File: src/rtl/tick_scheduler_pkg.sv
// Shared definitions for the tick scheduler slice.
//   state_t          : step-issue FSM states (IDLE=0, STEP=1, WAIT=2)
//   TIMER_W_DEFAULT  : default width of the DT/ST registers
package tick_scheduler_pkg;

  localparam int unsigned TIMER_W_DEFAULT = 8;

  typedef enum logic [1:0] {
    IDLE = 2'd0,
    STEP = 2'd1,
    WAIT = 2'd2
  } state_t;

endpackage

File: src/rtl/tick_scheduler_countdown_reg.sv
// Load / decrement / saturate-at-zero register used for CHIP-8 DT and ST.
// Ports:
//   clk, rst   : clock, synchronous active-high reset (value -> 0)
//   we         : load wr_data (wins over tick in the same cycle)
//   tick       : decrement request, already qualified by pause
//   wr_data    : load value
//   value      : current register contents
module countdown_reg #(
  parameter int unsigned TIMER_W = 8
) (
  input  logic               clk,
  input  logic               rst,
  input  logic               we,
  input  logic               tick,
  input  logic [TIMER_W-1:0] wr_data,
  output logic [TIMER_W-1:0] value
);

  always_ff @(posedge clk) begin
    if (rst) begin
      value <= '0;
    end else if (we) begin
      value <= wr_data;
    end else if (tick && (value != '0)) begin
      value <= value - 1'b1;
    end
  end

endmodule

File: src/rtl/tick_scheduler.sv
// Turns timer pulses into CPU step requests and owns the DT/ST registers.
// Ports:
//   clk, rst          : clock, synchronous active-high reset
//   timer_cpu_tick    : CPU-rate pulse; each one requests a CPU step
//   timer_60hz_tick   : 60 Hz pulse; decrements DT/ST
//   pause             : blocks new step issues and DT/ST countdown
//   cpu_step/cpu_done : one-cycle start/done handshake with the CPU core
//   dt_we/st_we       : load DT/ST from wr_data
//   dt_value/st_value : current DT/ST
//   sound_on          : buzzer enable, high while ST != 0
//   overrun           : sticky, set when a CPU tick was dropped
module tick_scheduler
  import tick_scheduler_pkg::*;
#(
  parameter int unsigned BACKLOG_MAX = 3,
  parameter int unsigned BACKLOG_W   = 2,
  parameter int unsigned TIMER_W     = TIMER_W_DEFAULT
) (
  input  logic               clk,
  input  logic               rst,
  input  logic               timer_cpu_tick,
  input  logic               timer_60hz_tick,
  input  logic               pause,
  output logic               cpu_step,
  input  logic               cpu_done,
  input  logic               dt_we,
  input  logic               st_we,
  input  logic [TIMER_W-1:0] wr_data,
  output logic [TIMER_W-1:0] dt_value,
  output logic [TIMER_W-1:0] st_value,
  output logic               sound_on,
  output logic               overrun
);

  state_t               state, state_next;
  logic [BACKLOG_W-1:0] backlog;
  logic                 tick_ok;
  logic                 want_step;
  logic                 issue;
  logic                 countdown;

  assign tick_ok   = timer_cpu_tick && !pause;
  assign want_step = !pause && ((backlog != '0) || timer_cpu_tick);
  assign countdown = timer_60hz_tick && !pause;

  always_comb begin
    state_next = state;
    case (state)
      IDLE:    if (want_step) state_next = STEP;
      STEP:    state_next = WAIT;
      WAIT:    if (cpu_done) state_next = want_step ? STEP : IDLE;
      default: state_next = IDLE;
    endcase
    // STEP always moves on to WAIT, so heading to STEP means a new issue.
    issue = (state_next == STEP);
  end

  always_ff @(posedge clk) begin
    if (rst) begin
      state   <= IDLE;
      backlog <= '0;
      overrun <= 1'b0;
    end else begin
      state <= state_next;
      if (tick_ok && !issue) begin
        if (backlog == BACKLOG_W'(BACKLOG_MAX)) overrun <= 1'b1;
        else                                    backlog <= backlog + 1'b1;
      end else if (!tick_ok && issue) begin
        backlog <= backlog - 1'b1;
      end
    end
  end

  assign cpu_step = (state == STEP);

  countdown_reg #(.TIMER_W(TIMER_W)) u_dt (
    .clk     (clk),
    .rst     (rst),
    .we      (dt_we),
    .tick    (countdown),
    .wr_data (wr_data),
    .value   (dt_value)
  );

  countdown_reg #(.TIMER_W(TIMER_W)) u_st (
    .clk     (clk),
    .rst     (rst),
    .we      (st_we),
    .tick    (countdown),
    .wr_data (wr_data),
    .value   (st_value)
  );

  assign sound_on = (st_value != '0);

endmodule

File: config.mk
export PLATFORM = sky130hd
export DESIGN_NAME = tick_scheduler
export DESIGN_NICKNAME = d
export VERILOG_FILES = /design/src/rtl/tick_scheduler_pkg.sv /design/src/rtl/tick_scheduler_countdown_reg.sv /design/src/rtl/tick_scheduler.sv
export SDC_FILE = /design/constraint.sdc
export NUM_CORES = 1
export LEC_CHECK = 0
export BUFFER_PORTS_ARGS = -buffer_cell sky130_fd_sc_hd__buf_4
export CAP_MARGIN = 20
export CORE_ASPECT_RATIO = 1.1
export CORE_MARGIN = 10
export CORE_UTILIZATION = 55
export CTS_CLUSTER_DIAMETER = 80
export DETAILED_ROUTE_END_ITERATION = 12
export PLACE_DENSITY = 0.9
export SLEW_MARGIN = 20
export SYNTH_ARGS = -nofsm -noshare
export SYNTH_HDL_FRONTEND = slang
export SYNTH_SLANG_ARGS = --single-unit
File: constraint.sdc
create_clock -name clk -period 2.6 [get_ports clk]
set_input_delay 0.13 -clock clk [delete_from_list [all_inputs] [get_ports clk]]
set_output_delay 0.13 -clock clk [all_outputs]
set_load 0.01 [all_outputs]
Word level (Yosys, flattened, before mapping)
Cells that the tools add are included.

storage, ports and cells
  register bits = 21
  input bits = 16
  logic and storage cells = 45

operators by class
  $add $sub $neg = 4
  equal/unequal tests = 5
  mux-type cells = 11
  reduce and logical (&&, ||, !) cells = 20

operators with widths
  operator             number
  $mux 8               4
  $reduce_bool 8->1    2
  $sub 8x1->8 const B  2
  $mux 2               5
  $reduce_bool 2->1    4
  $logic_and 1x1->1    7
  $pmux 2 s3           1
  $eq 2x1->1 const B   2
  $eq 2x2->1 const B   2
  $reduce_and 2->1     2
  $logic_not 1->1      3
  $add 2x1->2 const B  1
  $logic_not 2->1      1
  $ne 2x2->1 const B   1
  $sub 2x1->2 const B  1
  $logic_or 1x1->1     1
  $mux 1               1

Logic depth before layout (Yosys ltp)
Gate-level depths: netlist of run 1.

  depth in word-level cells = 11
  depth in mapped cells = 6
  mapped depth without buffers = 6

Hierarchy
From an unflattened synthesis of run 1, not the netlist that was laid out.

unflattened totals
  cell total of the unflattened synthesis = 151
  area, all modules = 1,277.5 µm²

by module, submodules not included
  module          times used  cells an instance  area each (µm²)
  countdown_reg   2           60                 498.0
  tick_scheduler  1           31                 281.5

Least setup slack after synthesis of run 1
No wires, ideal clock.

  path type = reg-to-reg
  from = reg u_st.value[0]
  to = reg u_st.value[3]
  setup time = 74 ps
  data arrival time = 1,550 ps
  slack = 976 ps
  stages on the path, launching flop included = 7
  cells stage by stage = dfxtp_1 inv_1 ha_1 nor3b_2 a21o_2 or3_1 a31oi_1

between the ends
  cells in the longest elaborated chain, start to end = 3
  elaborated cells between the ends (all ways) = 6
  classes of those cells = 1 x add/sub; 2 x mux; 3 x reduce/logical

ends and longest elaborated chain
  item                                                     RTL line                                                                source
  from (decl)                                              tick_scheduler_countdown_reg.sv:16                                      output logic [TIMER_W-1:0] value
  from (signal assigned)                                   tick_scheduler_countdown_reg.sv:23                                      value <= wr_data;
  from (signal assigned)                                   tick_scheduler_countdown_reg.sv:25                                      value <= value - 1'b1;
  $sub 8x1->8 / $reduce_bool 8->1 (equally long branches)  tick_scheduler_countdown_reg.sv:25, tick_scheduler_countdown_reg.sv:24
  $mux 8 / $logic_and 1x1->1 (equally long branches)       tick_scheduler_countdown_reg.sv:24                                      end else if (tick && (value != '0)) begin
  $mux 8 / $reduce_bool 2->1 (equally long branches)       --

Several ways; a longest one is shown, not always the timed one. The select of a mux whose other input is x is not followed.
A chain may end at the register's enable or synchronous reset.

Worst setup path in the final report of run 1
  from = reg u_dt.value[0]
  to = reg u_dt.value[0]

between the ends
  cells in the longest elaborated chain, start to end = 3
  elaborated cells between the ends (all ways) = 6
  classes of those cells = 1 x add/sub; 2 x mux; 3 x reduce/logical

ends and longest elaborated chain
  item                                                     RTL line
  from (decl)                                              tick_scheduler_countdown_reg.sv:16
  from (signal assigned)                                   tick_scheduler_countdown_reg.sv:23
  from (signal assigned)                                   tick_scheduler_countdown_reg.sv:25
  $sub 8x1->8 / $reduce_bool 8->1 (equally long branches)  tick_scheduler_countdown_reg.sv:25, tick_scheduler_countdown_reg.sv:24
  $mux 8 / $logic_and 1x1->1 (equally long branches)       tick_scheduler_countdown_reg.sv:24
  $mux 8 / $reduce_bool 2->1 (equally long branches)       --

Several ways; a longest one is shown, not always the timed one. The select of a mux whose other input is x is not followed.

==> qor.json, run 1 <==
{
  "clocking": {
    "clk_latency_ns": 0.31,
    "path_clk_slew_ns": 0.12,
    "num_cts_buffers": 3,
    "ctsHtreeMaxLevel": 1,
    "cts_tree": "built",
    "root_buffer_selected_by_cts": "sky130_fd_sc_hd__clkbuf_4",
    "post_cts.repair.setup_buffers": 0,
    "cts_hold_buffers": 0,
    "clock_tree.buffer_depth": 2,
    "cts_resized": 0,
    "clock_sink_count": 21
  },
  "timing": {
    "post-route-worst-setup-slack_ns": 0.7706,
    "grt_setup_unrepaired": "false",
    "totalNegativeSetupSlack_ns": 0,
    "setup_viol": 0,
    "timing.final.crit_period_ns": 1.829,
    "fin_skew_ns": 0.004938,
    "final_number_of_hold_violating_endpoints": 0,
    "fmax_ghz": 0.5466,
    "worstMarginPinSlew_ns": 0.6215,
    "timing.final.max_slew_violations": 0,
    "period_share_pct": 70.36,
    "timing.max_slew.rel_slack_pct": 58.22
  },
  "global_route": {
    "first_global_vias": 1247,
    "wire_length_of_the_first_global_routing_pass_um": 5692,
    "grt_start_max_net_pins": 25,
    "grt-ovfl-total": 0,
    "antenna_violations_before_repair": 0,
    "globalRouteTotalUtil_pct": 15.04
  },
  "logic_synthesis": {
    "postSynthAreaPerCell_um2": 8.381,
    "seq_area_frac_synth_pct": 33.67,
    "synth-async-reset-ratio_pct": 0,
    "synth-edff-count": 0,
    "synth-warning-count": 0,
    "synthFlopType": "sky130_fd_sc_hd__dfxtp_1",
    "syn-num-nets": 168,
    "postSynthCellCount": 149,
    "synth.cell_area_mm2": 0.001249,
    "post_synth_num_cell_types": 38,
    "synth.ff_latch_count": 21
  },
  "power": {
    "power_switching_share_pct": 32.01,
    "ir_worst_vdd_mv": 0.2998,
    "power.switching_mw": 0.2396,
    "share_comb_of_total_power_pct": 28.7,
    "powerDensity_mw_per_mm2": 483.2,
    "p_seq_share_pct": 49.9,
    "clock_power_share_pct": 21.3,
    "leakagePower_nw": 0.6343,
    "power_report.internal_total_mw": 0.5089
  },
  "worst_setup_path": {
    "r2r_end": "u_dt.value[0]$_SDFFE_PP0P_",
    "cp.arrival_ns": 2.06,
    "crit-reg2reg-launch": "u_dt.value[0]$_SDFFE_PP0P_",
    "end_kind": "flip-flop",
    "worstRegToRegCells": 6,
    "timing.critical_path.required_ns": 2.83,
    "r2r_setup_slack_ns": 0.77,
    "setup.worst_path.class": "flip-flop to flip-flop",
    "cp-start-kind": "flip-flop",
    "worstPathMaxFanout": 6
  },
  "cells_and_area": {
    "commonest_non_fill_non_tap_cells_in_the_layout": "34 x sky130_fd_sc_hd__buf_4, 21 x sky130_fd_sc_hd__dfxtp_1, 19 x sky130_fd_sc_hd__nor2_1",
    "final_net_count": 202,
    "drive_gt1_share_pct": 26.92,
    "synthToLayoutAreaGrowth_pct": 24.05,
    "antenna_cells": 0,
    "final_common_cell": "sky130_fd_sc_hd__buf_4"
  },
  "placed_design": {
    "gp_congestion": 0.8426,
    "numPortBuffers": 34,
    "preCtsSetupSlack_ns": 0.8341,
    "dp.final_hpwl_um": 2645
  },
  "route": {
    "drc_errors": 0,
    "drt-pass1-iter-count": 4,
    "routed_via_density": 5.778,
    "postRouteAntennaNets": 0,
    "drt_iter0_drc": 56,
    "route.vias.total": 1225,
    "finalWirelength_um": 3359,
    "detail_route.wl_per_cell_um": 15.84
  },
  "run_status": {
    "run_status": "complete, no violations"
  },
  "die": {
    "fp-row-count": 18,
    "die_height_um": 69.98,
    "io-pin-count": 35,
    "die_area_mm2": 0.004578,
    "effective_utilization_at_floorplan_pct": 56.58,
    "die_extent_in_x_um": 65.43,
    "core_mm2": 0.002207
  },
  "min_path": {
    "worstHoldEndpoint": "state[0]$_SDFF_PP0_",
    "critical_hold_path_startpoint": "pause",
    "hold-path-cell-count": 2,
    "hold_class": "input port to flip-flop"
  },
  "job": {
    "max-cap-violations": 0
  }
}
## kinds of logic (layout without fill, tap and decap cells)
kind of cell / Yosys count / count (layout) / synth area share (%)
buffers and inverters: 14 / 47 / 4.208
adders and majority gates: 3 / 3 / 3.006
xor gates and xnor gates: 6 / 6 / 4.208
AOI/OAI and AO/OA: 40 / 40 / 22.75
DFF: 21 / 21 / 33.67
muxes: 5 / 5 / 4.008
and+or+nand+nor: 60 / 60 / 28.16
## power by group through the flow
stage / sequential (mW) / clock (mW) / combinational [mW]
2_1_floorplan: 0.384 / 0 / 0.123
3_3_place_gp: 0.379 / 0 / 0.207
3_5_place_dp: 0.380 / 0 / 0.215
4_1_cts: 0.373 / 0.162 / 0.216
5_1_grt: 0.378 / 0.172 / 0.239
6_report: 0.374 / 0.159 / 0.215
## metal layers
metal / GRT usage, % / part of all wire (%)
met4: 6.667 / 2.6
met2: 25.08 / 49
met3: 3.987 / 5.5
met5: 0 / 0
met1: 17.25 / 43
## state kept, by name, indices dropped and copies added (netlist names)
| name | flops |
|---|---|
| overrun | 1 |
| u_dt.value | 8 |
| backlog | 2 |
| state | 2 |
| u_st.value | 8 |
## layout make-up
cell class,instances,area [µm²]
Fill cell,199,658.1
Clock buffer,4,26.28
Timing Repair Buffer,34,255.2
Multi-Input combinational cell,114,775.7
Tap cell,30,37.54
Inverter,9,33.78
Sequential cell,21,420.4
## critical path, cell delays in order (launching register included)
cell and delay, ns:
sky130_fd_sc_hd__dfxtp_1 0.38, sky130_fd_sc_hd__inv_1 0.10, sky130_fd_sc_hd__ha_1 0.20, sky130_fd_sc_hd__nor3b_1 0.43
sky130_fd_sc_hd__a21oi_1 0.23, sky130_fd_sc_hd__xnor2_1 0.19, sky130_fd_sc_hd__a211oi_1 0.23
## how the worst max path moves through the flow
stage | from | endpoint | slack [ns] | depth (start not counted)
after floorplan | u_st.value[0]$_SDFFE_PP0P_ | u_st.value[3]$_SDFFE_PP0P_ | 0.98 | 6
after global placement | u_dt.value[1]$_SDFFE_PP0P_ | u_dt.value[0]$_SDFFE_PP0P_ | 0.98 | 6
after detailed placement | u_dt.value[0]$_SDFFE_PP0P_ | u_dt.value[0]$_SDFFE_PP0P_ | 0.83 | 6
after CTS | u_dt.value[0]$_SDFFE_PP0P_ | u_dt.value[0]$_SDFFE_PP0P_ | 0.81 | 6
after global routing | u_dt.value[1]$_SDFFE_PP0P_ | u_dt.value[0]$_SDFFE_PP0P_ | 0.66 | 6
final | u_dt.value[0]$_SDFFE_PP0P_ | u_dt.value[0]$_SDFFE_PP0P_ | 0.77 | 6
## cells in the mapped netlist, types with 4 or more instances
library cell,number,area (µm²)
sky130_fd_sc_hd__nor4_1,4,25.02
sky130_fd_sc_hd__inv_1,9,33.78
sky130_fd_sc_hd__nand2_1,6,22.52
sky130_fd_sc_hd__clkbuf_1,5,18.77
sky130_fd_sc_hd__mux2i_1,5,50.05
sky130_fd_sc_hd__nor3_1,6,30.03
sky130_fd_sc_hd__nor2_1,19,71.32
sky130_fd_sc_hd__xnor2_1,6,52.55
sky130_fd_sc_hd__dfxtp_1,21,420.4
sky130_fd_sc_hd__o21ai_0,5,25.02
sky130_fd_sc_hd__a21oi_1,10,50.05
sky130_fd_sc_hd__a211oi_1,11,82.58
## through the flow
| stage | area, µm² | power (mW) | instances | hold slack (ns) | utilization, % |
|---|---|---|---|---|---|
| after floorplan | 1249 | 0.5069 | 149 | 0.2069 | - |
| after global placement | 1523 | 0.5854 | 208 | 0.3652 | 68.99 |
| after detailed placement | 1523 | 0.5955 | 208 | 0.3780 | 68.99 |
| after CTS | 1549 | 0.7511 | 212 | 0.04393 | 70.18 |
| after global routing | 1549 | 0.7897 | 212 | 0.04864 | 70.18 |
| final | 1549 | 0.7485 | 212 | 0.05238 | 70.18 |
No activity file was read; power rests on OpenSTA's default activity.
==> inputs of run 2 (changes only) <==
--- a/config.mk
+++ b/config.mk
@@ -9,10 +9,10 @@
 export CAP_MARGIN = 20
 export CORE_ASPECT_RATIO = 1.1
 export CORE_MARGIN = 10
-export CORE_UTILIZATION = 55
+export CORE_UTILIZATION = 46
 export CTS_CLUSTER_DIAMETER = 80
 export DETAILED_ROUTE_END_ITERATION = 12
-export PLACE_DENSITY = 0.9
+export PLACE_DENSITY = 0.81
 export SLEW_MARGIN = 20
 export SYNTH_ARGS = -nofsm -noshare
 export SYNTH_HDL_FRONTEND = slang
==> constraint.sdc (replaced) <==
create_clock -name clk -period 1.5 [get_ports clk]
set_input_delay 0.075 -clock clk [delete_from_list [all_inputs] [get_ports clk]]
set_output_delay 0.075 -clock clk [all_outputs]
set_load 0.01 [all_outputs]
==> run 2 against run 1 <==
Effect of this change:
- critical path depth unchanged
- power up 94%
- critical endpoint is now u_st.value[6]$_SDFFE_PP0P_
- the run now ends with setup timing left
- maximum frequency up 19%
- register-to-register slack worse by 0.81 ns
==> qor.json, run 2 (same netlist as run 1, synthesis figures left out) <==
{
  "timing": {
    "period_share": {"value": 102.6, "unit": "%", "change": "was 70.36%"},
    "fmax": {"value": 0.6498, "unit": "GHz", "change": "was 0.5466 GHz"},
    "totalNegativeSetupSlack": {"value": -0.06365, "unit": "ns", "change": "was 0 ns"},
    "timing.max_slew.rel_slack": {"value": 76.28, "unit": "%", "change": "was 58.22%"},
    "timing.final.max_slew_violations": {"value": 0, "change": "unchanged"},
    "grt_setup_unrepaired": {"value": "true", "change": "was false"},
    "post-route-worst-setup-slack": {"value": -0.03898, "unit": "ns", "change": "was 0.7706 ns"},
    "worstMarginPinSlew": {"value": 0.3554, "unit": "ns", "change": "was 0.6215 ns"},
    "setup_viol": {"value": 3, "change": "was 0"},
    "fin_skew": {"value": 0.004119, "unit": "ns", "change": "was 0.004938 ns"},
    "timing.final.crit_period": {"value": 1.539, "unit": "ns", "change": "was 1.829 ns"},
    "final_number_of_hold_violating_endpoints": {"value": 0, "change": "unchanged"}
  },
  "cells_and_area": {
    "reg.largest.list": {"value": "u_dt.value x8, u_st.value x8", "change": "unchanged"},
    "synthToLayoutAreaGrowth": {"value": 48.70, "unit": "%", "change": "was 24.05%"},
    "commonest_non_fill_non_tap_cells_in_the_layout": {"value": "55 x sky130_fd_sc_hd__buf_4, 19 x sky130_fd_sc_hd__nor2_1, 16 x sky130_fd_sc_hd__dfxtp_1", "change": "was 34 x sky130_fd_sc_hd__buf_4, 21 x sky130_fd_sc_hd__dfxtp_1, 19 x sky130_fd_sc_hd__nor2_1"},
    "final_net_count": {"value": 225, "change": "was 202"},
    "final_common_cell": {"value": "sky130_fd_sc_hd__buf_4", "change": "unchanged"},
    "antenna_cells": {"value": 0, "change": "unchanged"},
    "post_layout_nonfiller_instances": {"value": 236, "change": "was 212"},
    "final_design_area_no_fill": {"value": 0.001857, "unit": "mm²", "change": "was 0.001549 mm²"},
    "drive_gt1_share": {"value": 46.34, "unit": "%", "change": "was 26.92%"}
  },
  "placed_design": {
    "postPlaceCellArea": {"value": 0.001673, "unit": "mm²", "change": "was 0.001523 mm²"},
    "numPortBuffers": {"value": 34, "change": "unchanged"},
    "dp.final_hpwl": {"value": 2858, "unit": "µm", "change": "was 2645 µm"},
    "gp_congestion": {"value": 0.8193, "change": "was 0.8426"},
    "preCtsSetupSlack": {"value": -0.07482, "unit": "ns", "change": "was 0.8341 ns"},
    "dp.cells": {"value": 225, "change": "was 208"}
  },
  "run_status": {
    "run_status": {"value": "finished, violations left", "change": "was complete, no violations"},
    "failed_checks": "setup timing"
  },
  "clocking": {
    "cts_tree": {"value": "built", "change": "unchanged"},
    "clock_tree.buffer_depth": {"value": 2, "change": "unchanged"},
    "num_cts_buffers": {"value": 3, "change": "unchanged"},
    "ctsHtreeMaxLevel": {"value": 1, "change": "unchanged"},
    "clock_sink_count": {"value": 21, "change": "unchanged"},
    "root_buffer_selected_by_cts": {"value": "sky130_fd_sc_hd__clkbuf_4", "change": "unchanged"},
    "clk_latency": {"value": 0.30, "unit": "ns", "change": "was 0.31 ns"},
    "path_clk_slew": {"value": 0.12, "unit": "ns", "change": "about the same"}
  },
  "worst_setup_path": {
    "r2r_setup_slack": {"value": -0.04, "unit": "ns", "change": "was 0.77 ns"},
    "slowest_delay": {"value": 0.42, "unit": "ns", "change": "was 0.43 ns"},
    "setup.worst_path.class": {"value": "flip-flop to flip-flop", "change": "unchanged"},
    "timing.critical_path.required": {"value": 1.69, "unit": "ns", "change": "was 2.83 ns"},
    "path_delay_family": {"value": "simple AND/OR/NAND/NOR gates", "change": "was compound AO/OA/AOI/OAI gates"},
    "worstPathMaxFanout": {"value": 3, "change": "was 6"},
    "cp_cell_sequence": {"value": "inv_2 > ha_4 > or3b_4 > nor3_4 > mux2i_1 > a211oi_1", "change": "was inv_1 > ha_1 > nor3b_1 > a21oi_1 > xnor2_1 > a211oi_1"},
    "cp-start-kind": {"value": "flip-flop", "change": "unchanged"},
    "timing.critical_path.buf_inv": {"value": 1, "change": "unchanged"},
    "end_kind": {"value": "flip-flop", "change": "unchanged"},
    "slowest_stage": {"value": "sky130_fd_sc_hd__or3b_4", "change": "was sky130_fd_sc_hd__nor3b_1"},
    "cp.arrival": {"value": 1.73, "unit": "ns", "change": "was 2.06 ns"}
  },
  "power": {
    "ir_worst_vdd": {"value": 0.6266, "unit": "mV", "change": "was 0.2998 mV"},
    "leakagePower": {"value": 0.7726, "unit": "nW", "change": "was 0.6343 nW"},
    "power.total": {"value": 1.450, "unit": "mW", "change": "was 0.7485 mW"},
    "powerDensity": {"value": 781.0, "unit": "mW/mm²", "change": "was 483.2 mW/mm²"}
  },
  "global_route": {
    "grt_start_max_net_pins": {"value": 25, "change": "unchanged"},
    "grt-ovfl-total": {"value": 0, "change": "unchanged"},
    "globalRouteTotalUtil": {"value": 13.78, "unit": "%", "change": "was 15.04%"},
    "antenna_violations_before_repair": {"value": 0, "change": "unchanged"},
    "first_global_vias": {"value": 1354, "change": "was 1,247"},
    "wire_length_of_the_first_global_routing_pass": {"value": 6072, "unit": "µm", "change": "was 5692 µm"}
  },
  "die": {
    "die_extent_in_x": {"value": 69.68, "unit": "µm", "change": "was 65.43 µm"},
    "io-pin-count": {"value": 35, "change": "unchanged"},
    "die_height": {"value": 74.65, "unit": "µm", "change": "was 69.98 µm"},
    "die_area": {"value": 0.005201, "unit": "mm²", "change": "was 0.004578 mm²"},
    "fp-row-count": {"value": 19, "change": "was 18"},
    "core": {"value": 0.002544, "unit": "mm²", "change": "was 0.002207 mm²"},
    "effective_utilization_at_floorplan": {"value": 49.09, "unit": "%", "change": "was 56.58%"}
  },
  "route": {
    "drt-pass1-iter-count": {"value": 4, "change": "unchanged"},
    "postRouteAntennaNets": {"value": 0, "change": "unchanged"},
    "drt_iter0_drc": {"value": 60, "change": "was 56"},
    "finalWirelength": {"value": 3826, "unit": "µm", "change": "was 3359 µm"},
    "route.vias.total": {"value": 1320, "change": "was 1,225"},
    "routed_via_density": {"value": 5.593, "change": "was 5.778"},
    "detail_route.wl_per_cell": {"value": 16.21, "unit": "µm", "change": "was 15.84 µm"},
    "drc_errors": {"value": 0, "change": "unchanged"}
  },
  "job": {
    "max-cap-violations": {"value": 0, "change": "unchanged"}
  },
  "min_path": {
    "hold_class": {"value": "input port to flip-flop", "change": "unchanged"}
  }
}
run 2: through the flow:
| stage | hold slack [ns] | util [%] |
|---|---|---|
| CTS | 0.02951 | 69.45 |
| detailed placement | 0.3299 | 65.76 |
| global route | 0.04140 | 73.00 |
| global placement | 0.3219 | 65.76 |
| finish | 0.03363 | 73.00 |
| floorplan | 0.1519 | - |
run 2: layout make-up:
cell class | count | area (µm²)
Clock inverter | 1 | 5.005
Clock buffer | 3 | 22.52
Tap cell | 31 | 38.79
Timing Repair Buffer | 57 | 434.2
Sequential cell | 21 | 426.7
Fill cell | 190 | 686.9
Multi-Input combinational cell | 114 | 895.9
Inverter | 9 | 33.78
run 2: path summary, 6_finish.rpt:
check / to / start / cells after the start
min: u_dt.value[1]$_SDFFE_PP0P_ / wr_data[1] / 3
max: u_st.value[6]$_SDFFE_PP0P_ / u_st.value[1]$_SDFFE_PP0P_ / 6
max reg2reg: u_st.value[6]$_SDFFE_PP0P_ / u_st.value[1]$_SDFFE_PP0P_ / 6
min reg2reg: overrun$_SDFFE_PP0P_ / overrun$_SDFFE_PP0P_ / 2
run 2: power breakdown:
group	internal (mW)	switching, mW
Combinational	0.280	0.258
Clock	0.0993	0.170
Sequential	0.598	0.0455
run 2: worst min-delay path, stage by stage:
cell                      delay (ns)
sky130_fd_sc_hd__buf_4          0.12
sky130_fd_sc_hd__nand2_1        0.04
sky130_fd_sc_hd__o21ai_0        0.06
run 2: metal layers:
| metal | vias to the layer above | routed length, µm | global-route usage [%] |
|---|---|---|---|
| met5 | - | 0 | 0 |
| met2 | 41 | 1994 | 26.12 |
| li1 | 661 | - | - |
| met3 | 4 | 253 | 3.548 |
| met4 | 0 | 39 | 5.263 |
| met1 | 614 | 1538 | 14.56 |
run 2: repair_timing:
action	CTS	global route
endpoints found under the setup margin	11	16
endpoints found under the hold margin	1	0
pin swaps	11	15
buffers inserted	3	3
gates resized for setup	7	15
hold buffers	1	0
==> inputs of run 3 (changes only) <==
--- a/config.mk
+++ b/config.mk
@@ -8,7 +8,6 @@
 export BUFFER_PORTS_ARGS = -buffer_cell sky130_fd_sc_hd__buf_4
 export CAP_MARGIN = 20
 export CORE_ASPECT_RATIO = 1.1
-export CORE_MARGIN = 10
 export CORE_UTILIZATION = 46
 export CTS_CLUSTER_DIAMETER = 80
 export DETAILED_ROUTE_END_ITERATION = 12
==> run 3 against run 2 <==
Effect of this change:
- the flow still finishes with violations (setup timing)
- power rose by 1.5%
- clock power decreased by 1%
- sequential power rose by 0.9%
- flip-flop and latch count unchanged
- combinational power increased by 4%
- critical path depth is the same
- global-route usage rose by 12 points
- wire length is 5.3% lower
- core utilization rose by 1.5 points
- via count up 2.3%
- worst setup slack got worse by 0.031 ns
- largest power group unchanged
- highest routed layer unchanged
==> qor.json, run 3 (same netlist as run 1, synthesis figures left out) <==
{
  "timing": {
    "setup_viol": {"value": 6, "change": "was 3"},
    "timing.final.max_slew_violations": {"value": 0, "change": "unchanged"},
    "fmax": {"value": 0.6369, "unit": "GHz", "change": "was 0.6498 GHz"},
    "period_share": {"value": 104.7, "unit": "%", "change": "was 102.6%"},
    "post-route-worst-setup-slack": {"value": -0.07001, "unit": "ns", "change": "was -0.03898 ns"},
    "final_number_of_hold_violating_endpoints": {"value": 0, "change": "unchanged"},
    "worstMarginPinSlew": {"value": 0.3778, "unit": "ns", "change": "was 0.3554 ns"},
    "timing.final.crit_period": {"value": 1.570, "unit": "ns", "change": "was 1.539 ns"},
    "totalNegativeSetupSlack": {"value": -0.2399, "unit": "ns", "change": "was -0.06365 ns"},
    "fin_skew": {"value": 0.002287, "unit": "ns", "change": "was 0.004119 ns"},
    "grt_setup_unrepaired": {"value": "true", "change": "unchanged"},
    "timing.max_slew.rel_slack": {"value": 74.78, "unit": "%", "change": "was 76.28%"}
  },
  "worst_setup_path": {
    "timing.critical_path.buf_inv": {"value": 1, "change": "unchanged"},
    "timing.critical_path.required": {"value": 1.67, "unit": "ns", "change": "was 1.69 ns"},
    "cp.arrival": {"value": 1.74, "unit": "ns", "change": "was 1.73 ns"},
    "slowest_stage": {"value": "sky130_fd_sc_hd__or3b_4", "change": "unchanged"},
    "cp-start-kind": {"value": "flip-flop", "change": "unchanged"},
    "end_kind": {"value": "flip-flop", "change": "unchanged"},
    "setup.worst_path.class": {"value": "flip-flop to flip-flop", "change": "unchanged"},
    "path_delay_family": {"value": "simple AND/OR/NAND/NOR gates", "change": "unchanged"},
    "worstPathMaxFanout": {"value": 3, "change": "unchanged"},
    "slowest_delay": {"value": 0.40, "unit": "ns", "change": "was 0.42 ns"},
    "cp_cell_sequence": {"value": "inv_2 > ha_4 > or3b_4 > nor3_2 > mux2i_1 > a211oi_1", "change": "was inv_2 > ha_4 > or3b_4 > nor3_4 > mux2i_1 > a211oi_1"}
  },
  "min_path": {
    "hold_class": {"value": "input port to flip-flop", "change": "unchanged"}
  },
  "die": {
    "die_extent_in_x": {"value": 51.68, "unit": "µm", "change": "was 69.68 µm"},
    "effective_utilization_at_floorplan": {"value": 49.09, "unit": "%", "change": "unchanged"},
    "die_height": {"value": 56.65, "unit": "µm", "change": "was 74.65 µm"},
    "core": {"value": 0.002544, "unit": "mm²", "change": "unchanged"},
    "fp-row-count": {"value": 19, "change": "unchanged"},
    "die_area": {"value": 0.002927, "unit": "mm²", "change": "was 0.005201 mm²"},
    "io-pin-count": {"value": 35, "change": "unchanged"}
  },
  "route": {
    "route.vias.total": {"value": 1350, "change": "was 1,320"},
    "drt-pass1-iter-count": {"value": 4, "change": "unchanged"},
    "drt_iter0_drc": {"value": 44, "change": "was 60"},
    "detail_route.wl_per_cell": {"value": 15.10, "unit": "µm", "change": "was 16.21 µm"},
    "finalWirelength": {"value": 3625, "unit": "µm", "change": "was 3826 µm"},
    "postRouteAntennaNets": {"value": 0, "change": "unchanged"},
    "drc_errors": {"value": 0, "change": "unchanged"},
    "routed_via_density": {"value": 5.625, "change": "was 5.593"}
  },
  "job": {
    "max-cap-violations": {"value": 0, "change": "unchanged"}
  },
  "clocking": {
    "clock_tree.buffer_depth": {"value": 2, "change": "unchanged"},
    "ctsHtreeMaxLevel": {"value": 1, "change": "unchanged"},
    "clk_latency": {"value": 0.30, "unit": "ns", "change": "about the same"},
    "clock_sink_count": {"value": 21, "change": "unchanged"},
    "path_clk_slew": {"value": 0.11, "unit": "ns", "change": "was 0.12 ns"},
    "cts_tree": {"value": "built", "change": "unchanged"},
    "root_buffer_selected_by_cts": {"value": "sky130_fd_sc_hd__clkbuf_4", "change": "unchanged"},
    "num_cts_buffers": {"value": 3, "change": "unchanged"}
  },
  "cells_and_area": {
    "reg.largest.list": {"value": "u_dt.value x8, u_st.value x8", "change": "unchanged"},
    "final_net_count": {"value": 229, "change": "was 225"},
    "final.fill_count": {"value": 186, "change": "was 190"},
    "final_core_util": {"value": 74.47, "unit": "%", "change": "was 73.00%"},
    "synthToLayoutAreaGrowth": {"value": 51.70, "unit": "%", "change": "was 48.70%"},
    "drive_gt1_share": {"value": 48.80, "unit": "%", "change": "was 46.34%"},
    "final_common_cell": {"value": "sky130_fd_sc_hd__buf_4", "change": "unchanged"},
    "commonest_non_fill_non_tap_cells_in_the_layout": {"value": "59 x sky130_fd_sc_hd__buf_4, 19 x sky130_fd_sc_hd__nor2_1, 12 x sky130_fd_sc_hd__dfxtp_1", "change": "was 55 x sky130_fd_sc_hd__buf_4, 19 x sky130_fd_sc_hd__nor2_1, 16 x sky130_fd_sc_hd__dfxtp_1"},
    "antenna_cells": {"value": 0, "change": "unchanged"}
  },
  "global_route": {
    "wire_length_of_the_first_global_routing_pass": {"value": 5823, "unit": "µm", "change": "was 6072 µm"},
    "globalRouteTotalUtil": {"value": 26.24, "unit": "%", "change": "was 13.78%"},
    "grt-ovfl-total": {"value": 0, "change": "unchanged"},
    "grt_start_max_net_pins": {"value": 25, "change": "unchanged"},
    "first_global_vias": {"value": 1281, "change": "was 1,354"},
    "antenna_violations_before_repair": {"value": 0, "change": "unchanged"}
  },
  "power": {
    "ir_worst_vdd": {"value": 0.6164, "unit": "mV", "change": "was 0.6266 mV"},
    "p_seq_share": {"value": 44.2, "unit": "%", "change": "was 44.4%"},
    "clock_power_share": {"value": 18.0, "unit": "%", "change": "was 18.6%"},
    "power.switching": {"value": 0.4690, "unit": "mW", "change": "was 0.4733 mW"},
    "power_report.internal_total": {"value": 1.003, "unit": "mW", "change": "was 0.9770 mW"},
    "share_comb_of_total_power": {"value": 37.8, "unit": "%", "change": "was 37.0%"},
    "power_switching_share": {"value": 31.87, "unit": "%", "change": "was 32.63%"},
    "powerDensity": {"value": 777.0, "unit": "mW/mm²", "change": "was 781.0 mW/mm²"},
    "leakagePower": {"value": 0.7938, "unit": "nW", "change": "was 0.7726 nW"}
  },
  "placed_design": {
    "dp.final_hpwl": {"value": 2503, "unit": "µm", "change": "was 2858 µm"},
    "numPortBuffers": {"value": 34, "change": "unchanged"},
    "gp_congestion": {"value": 0.7971, "change": "was 0.8193"}
  },
  "run_status": {
    "run_status": {"value": "finished, violations left", "change": "unchanged"},
    "failed_checks": {"value": "setup timing", "change": "unchanged"}
  }
}
-- run 3: changes by cell type in the layout (fill, tap and decap cells not counted), sizes merged --
cell and change:
clkinv -1, clkbuf +1, buf +5, dlygate4sd3 -1
-- run 3: worst paths after layout --
path / depth (start not counted) / start / endpoint / slack (ns)
max: 6 / u_st.value[0]$_SDFFE_PP0P_ / u_st.value[6]$_SDFFE_PP0P_ / -0.07
min: 2 / pause / state[0]$_SDFF_PP0_ / 0.009
max reg2reg: 6 / u_st.value[0]$_SDFFE_PP0P_ / u_st.value[6]$_SDFFE_PP0P_ / -0.07
min reg2reg: 2 / overrun$_SDFFE_PP0P_ / overrun$_SDFFE_PP0P_ / 0.49
-- run 3: layout make-up --
type,instances,area [µm²],area share (%)
Multi-Input combinational cell,114,898.4,47.42
Inverter,9,33.78,1.783
Clock buffer,4,26.28,1.387
Timing Repair Buffer,61,465.4,24.57
Tap cell,31,38.79,2.048
Sequential cell,21,431.7,22.79
-- run 3: worst reg2reg max path: stages, from the launching register on --
cell                       delay, ns
sky130_fd_sc_hd__dfxtp_2        0.36
sky130_fd_sc_hd__inv_2          0.08
sky130_fd_sc_hd__ha_4           0.14
sky130_fd_sc_hd__or3b_4         0.40
sky130_fd_sc_hd__nor3_2         0.13
sky130_fd_sc_hd__mux2i_1        0.23
sky130_fd_sc_hd__a211oi_1       0.10
-- run 3: timing repair --
item / in CTS / in global routing
setup buffers: 5 / 6
pin swaps: 7 / 14
setup endpoints to repair: 9 / 16
hold buffers: 0 / 0
gates resized for setup: 9 / 18
-- run 3: power groups by stage --
stage | clock, mW | sequential, mW | combinational (mW)
after floorplan | 0 | 0.670 | 0.224
after global placement | 0 | 0.648 | 0.436
after detailed placement | 0 | 0.652 | 0.447
after CTS | 0.275 | 0.642 | 0.488
after global routing | 0.299 | 0.656 | 0.602
final | 0.266 | 0.650 | 0.556
-- run 3: stage by stage --
stage	instance area [µm²]	hold WS (ns)	power (mW)	std cells	setup WS (ns)
after CTS	1777	0.00005432	1.405	234	-0.04237
after global placement	1673	0.3164	1.085	225	-0.01915
after floorplan	1277	0.1519	0.8940	149	-0.01233
after global routing	1894	0.007249	1.557	240	-0.1441
after detailed placement	1673	0.3263	1.099	225	-0.07767
final	1894	0.009288	1.472	240	-0.07001
-- run 3: per-layer routing --
layer  vias up  routed length, µm  global-route usage [%]
met1       642               1644                   34.72
met5         -                  0                       0
met4         0                 16                   7.336
met2        38               1859                   43.97
li1        668                  -                       -
met3         2                105                   3.252
